[config.mk]
export PLATFORM = sky130hd
export DESIGN_NAME = load_use_detect
export DESIGN_NICKNAME = d
export VERILOG_FILES = /design/src/rtl/load_use_detect_pkg.sv /design/src/rtl/load_use_detect_hazard_compare.sv /design/src/rtl/load_use_detect.sv
export SDC_FILE = /design/constraint.sdc
export NUM_CORES = 1
export LEC_CHECK = 0
export BUFFER_PORTS_ARGS = -buffer_cell sky130_fd_sc_hd__buf_2
export CORE_AREA = 3 3 52 54
export CTS_CLUSTER_DIAMETER = 30
export DETAILED_ROUTE_END_ITERATION = 10
export DIE_AREA = 0 0 55 57
export MAX_ROUTING_LAYER = met4
export PLACE_DENSITY = 0.79
export SLEW_MARGIN = 10
export SYNTH_ARGS = -nofsm -noshare
export SYNTH_HDL_FRONTEND = slang
export SYNTH_SLANG_ARGS = --single-unit
export TNS_END_PERCENT = 10
[constraint.sdc]
create_clock -name clk -period 4.5 [get_ports clk]
set_input_delay 0.45 -clock clk [delete_from_list [all_inputs] [get_ports clk]]
set_output_delay 0.45 -clock clk [all_outputs]
set_load 0.1 [all_outputs]
[src/rtl/load_use_detect_pkg.sv]
// Shared definitions for the load-use hazard detector: FSM state encoding,
// the hard-wired zero register and the default register-number width.
package load_use_detect_pkg;

  localparam int REG_ADDR_W_DEF = 5;
  localparam int REG_ZERO       = 0;

  localparam logic [0:0] STATE_RUN      = 1'b0;
  localparam logic [0:0] STATE_LOADWAIT = 1'b1;

endpackage

[src/rtl/load_use_detect_hazard_compare.sv]
// Combinational comparison of the ID-stage source registers against the
// destination of a load sitting in EX.
module load_use_detect_hazard_compare
  import load_use_detect_pkg::*;
#(
  parameter int REG_ADDR_W = REG_ADDR_W_DEF
) (
  input  logic                  id_valid,
  input  logic [REG_ADDR_W-1:0] id_rs,
  input  logic [REG_ADDR_W-1:0] id_rt,
  input  logic                  id_use_rs,
  input  logic                  id_use_rt,
  input  logic                  ex_mem_read,
  input  logic                  ex_reg_write,
  input  logic [REG_ADDR_W-1:0] ex_rd,
  output logic                  hit_rs,
  output logic                  hit_rt,
  output logic                  hazard
);

  logic ex_is_load;

  always_comb begin
    hit_rs     = id_valid & id_use_rs & (id_rs == ex_rd);
    hit_rt     = id_valid & id_use_rt & (id_rt == ex_rd);
    // Register 0 is hard-wired, so a load targeting it never creates a dependency.
    ex_is_load = ex_mem_read & ex_reg_write & (ex_rd != REG_ADDR_W'(REG_ZERO));
    hazard     = ex_is_load & (hit_rs | hit_rt);
  end

endmodule

[src/rtl/load_use_detect.sv]
// Load-use hazard detector: stalls the front end for one cycle behind a load,
// then freezes the whole pipeline while data memory is not ready.
module load_use_detect
  import load_use_detect_pkg::*;
#(
  parameter int REG_ADDR_W = REG_ADDR_W_DEF,
  parameter int CNT_W      = 16
) (
  input  logic                  clk,
  input  logic                  rst,
  input  logic                  id_valid,
  input  logic [REG_ADDR_W-1:0] id_rs,
  input  logic [REG_ADDR_W-1:0] id_rt,
  input  logic                  id_use_rs,
  input  logic                  id_use_rt,
  input  logic                  ex_mem_read,
  input  logic                  ex_reg_write,
  input  logic [REG_ADDR_W-1:0] ex_rd,
  input  logic                  dmem_ready,
  input  logic                  flush,
  output logic                  pc_stall,
  output logic                  if_id_stall,
  output logic                  id_ex_bubble,
  output logic                  pipe_freeze,
  output logic                  load_use_rs,
  output logic                  load_use_rt,
  output logic [CNT_W-1:0]      stall_cycles
);

  logic             hit_rs;
  logic             hit_rt;
  logic             hazard;
  logic [0:0]       state_q;
  logic [0:0]       state_d;
  logic [CNT_W-1:0] stall_cycles_q;
  logic [CNT_W-1:0] stall_cycles_d;

  load_use_detect_hazard_compare #(
    .REG_ADDR_W (REG_ADDR_W)
  ) u_hazard_compare (
    .id_valid     (id_valid),
    .id_rs        (id_rs),
    .id_rt        (id_rt),
    .id_use_rs    (id_use_rs),
    .id_use_rt    (id_use_rt),
    .ex_mem_read  (ex_mem_read),
    .ex_reg_write (ex_reg_write),
    .ex_rd        (ex_rd),
    .hit_rs       (hit_rs),
    .hit_rt       (hit_rt),
    .hazard       (hazard)
  );

  always_comb begin
    state_d      = state_q;
    pc_stall     = 1'b0;
    if_id_stall  = 1'b0;
    id_ex_bubble = 1'b0;
    pipe_freeze  = 1'b0;
    load_use_rs  = 1'b0;
    load_use_rt  = 1'b0;
    case (state_q)
      STATE_RUN: begin
        // A flush discards the dependent instruction, so it outranks the stall.
        if (hazard && !flush) begin
          pc_stall     = 1'b1;
          if_id_stall  = 1'b1;
          id_ex_bubble = 1'b1;
          load_use_rs  = hit_rs;
          load_use_rt  = hit_rt;
          state_d      = STATE_LOADWAIT;
        end
      end
      STATE_LOADWAIT: begin
        // The bubble occupies EX, so no new hazard is evaluated here.
        if (!dmem_ready) begin
          pipe_freeze = 1'b1;
          pc_stall    = 1'b1;
          if_id_stall = 1'b1;
        end else begin
          state_d = STATE_RUN;
        end
      end
      default: state_d = STATE_RUN;
    endcase
  end

  always_comb begin
    stall_cycles_d = stall_cycles_q;
    if (pc_stall && (stall_cycles_q != {CNT_W{1'b1}})) begin
      stall_cycles_d = stall_cycles_q + CNT_W'(1);
    end
  end

  always_ff @(posedge clk) begin
    if (!rst) begin
      state_q        <= STATE_RUN;
      stall_cycles_q <= '0;
    end else begin
      state_q        <= state_d;
      stall_cycles_q <= stall_cycles_d;
    end
  end

  assign stall_cycles = stall_cycles_q;

endmodule
==> impl_metrics.toml <==
[logic_synthesis]
ys_warn_count = 0
yosysTopAreaCell = "dfxtp_1"
synth_nets = 145
synth_seq_cells = 17
synth_top_area_share_pct = 34.09
synth_cell_types = 30
synth_top_family_by_area = "simple AND/OR/NAND/NOR gates"
synth-compound-area-share_pct = 18.55
yosysMostFrequentCell = "dfxtp_1"
syn_avg_cell_area_um2 = 8.320
synthTopCellsByCount = "17 x dfxtp_1, 11 x a21oi_1, 10 x nand2_1, 10 x or3_1, 10 x xnor2_1"
synthCells = 120
yosysSeqAreaShare_pct = 34.09
synthArstFlopShare_pct = 0
synth_ff_type = "dfxtp_1"
syn_area_um2 = 998.5
synth_area_leaders = "dfxtp_1 34%, xnor2_1 8.8%, or3_1 6.3%"
synthAdderAreaFrac_pct = 1.253
synth_xor_area_share_pct = 10.53
synthSimpleGateAreaFrac_pct = 29.20
muxShareOfSynthArea_pct = 1.003
synth-edff-count = 0

[die]
design.core.area_um2 = 2255
initial_core_util_pct = 44.28
die_y_um = 57
rows = 17
fp.dieW_um = 55
design.die.area_um2 = 3135
io_pins = 46

[timing]
fin_worst_skew_ns = 0.01179
setup_viol = 0
holdWs_ns = 0.3694
final.min_clock_period_ns = 2.635
slew_viol_final = 0
max-slew-margin-rel_pct = 20.16
hold_violations = 0
fin_crit_sh_pct = 58.56
finalSetupTns_ns = 0
tightest_slew_ns = 1.190
fmax_mhz = 379.5
rsz0062_at_grt = "false"

[clocking]
clock_latency_ns = 0.31
cts_setup_buffers = 0
numClockSinks = 17
root_buffer = "clkbuf_4"
cts_hold_buf = 0
post_cts_resized = 0
cts.htree.levels = 1
cts_buffers = 3
clk_pin_slew_ns = 0.10
clock_path_buffers = 2
cts_tree = "yes"

[placed_design]
gp_congestion = 0.8715
dp_cells = 189
io_buffer_count = 45
dp_hpwl_um = 1894

[grt]
track_usage_pct = 16.70
overflow = 0
grt_max_degree = 21
antenna_found_initial = 0
grt_pass1_vias = 917
grt_pass1_wl_um = 3870

[min_path]
holdPathStages = 2
hold_path_class = "primary input to flip-flop"

[detailed_routing]
drc = 0
vias_per_cell = 5.373
dr.first_iter.drc_count = 24
first_pass_iters = 4
vias = 1037
wl_per_cell_um = 12.42
antenna_left = 0
drt-total-wl_um = 2397

[run]
maxCapViolCount = 0

[final_layout]
fillerInstances = 244
drive_above_1_share_pct = 35.76
areaGrowthSynthToFinish_pct = 24.94
nets = 191
layoutNonFillerInstCount = 193
diodes = 0

[pwr]
ir_drop_uv = 165.4
power.leakage_nw = 0.5165
power_density_nw_per_um2 = 213.5

[worst_setup_path]
crit_type = "primary input to output pin"
cp-start-kind = "primary input"
worst-path-max-fanout = 5
critical_path_required_ns = 4.05
ff2ff_path_depth = 6
arrival_ns = 2.19
end_kind = "output pin"

[status]
status = "completed"
==> flip-flops by register name, summed over array words and instances, names as in the netlist <==
name,count
stall_cycles,16
state_q,1
==> cells by family (layout without fill, tap and decap cells) <==
kind of cell / after synthesis / in the layout
multiplexers: 1 / 1
AO/OA/AOI/OAI: 29 / 29
adder cells (fa/ha/maj): 1 / 1
AND/OR/NAND/NOR: 52 / 52
buffers and inverters: 8 / 53
XOR/XNOR: 12 / 12
flip-flops: 17 / 17
==> critical path: stages <==
cell      delay (ns)
buf_2           0.12
or4_1           0.53
o211ai_2        0.20
nor3_2          0.11
nor3_1          0.37
inv_1           0.09
buf_2           0.30
==> stage by stage <==
stage | util (%) | power (W) | instance area [um2] | setup slack (ns)
2_1_floorplan | - | 0.0001682 | 998.5 | 0.4857
3_3_place_gp | 54.11 | 0.0001813 | 1220 | 1.723
3_5_place_dp | 54.11 | 0.0001825 | 1220 | 1.632
4_1_cts | 55.33 | 0.0002690 | 1247 | 1.851
5_1_grt | 55.33 | 0.0002778 | 1247 | 1.764
6_report | 55.33 | 0.0002663 | 1247 | 1.865
==> routing by layer <==
metal | track usage (%) | part of all wire [%]
met1 | 17.98 | 41
met2 | 29.05 | 52
met3 | 5.222 | 5.9
met4 | 3.819 | 1.4
met5 | - | 0
==> path summary, 6_finish.rpt <==
check | slack [ns] | endpoint | from
setup / recovery | 1.86 | if_id_stall | ex_rd[1]
hold / removal | 0.37 | stall_cycles[12] | rst
setup reg to reg | 2.33 | stall_cycles[1] | state_q
hold reg to reg | 0.51 | stall_cycles[15] | stall_cycles[15]
==> final cells by class <==
class	instances	area (um2)	share of cell area, %
Sequential cell	17	340.3	27.28
Tap cell	28	35.03	2.808
Clock buffer	3	22.52	1.805
Clock inverter	1	5.005	0.4012
Multi-Input combinational cell	95	604.3	48.45
Timing Repair Buffer	45	225.2	18.05
Inverter	4	15.01	1.204
==> power by group <==
group	total, W	internal [W]	switching (W)
clock network	0.0000873	0.0000332	0.0000541
logic	0.0000285	0.0000145	0.0000140
registers	0.000151	0.000150	0.0000000594
total	0.000266	0.000198	0.0000682
==> cells in the final DEF (no fill, tap or decap) <==
master    synthesis  final
buf_2             0     45
dfxtp_1          17     17
a21oi_1          11     11
xnor2_1          10     10
nand2_1          10     10
or3_1            10     10
nor2_1            6      6
o21ai_1           6      6
nand4_1           5      5
nand3_1           5      5
nor3_1            4      4
inv_1             4      4
or4_1             3      3
or2_2             3      3
o21ai_0           3      3
clkbuf_4          0      3
nor3_2            2      2
o31ai_2           2      2
xor2_1            2      2
and3_1            2      2
o21a_1            2      2
o31ai_1           2      2
nor2b_1           1      1
and4bb_1          1      1
o211ai_2          1      1
mux2i_1           1      1
a21oi_2           1      1
o21ai_2           1      1
ha_1              1      1
clkinv_2          0      1
(Power assumes the default switching activity.)
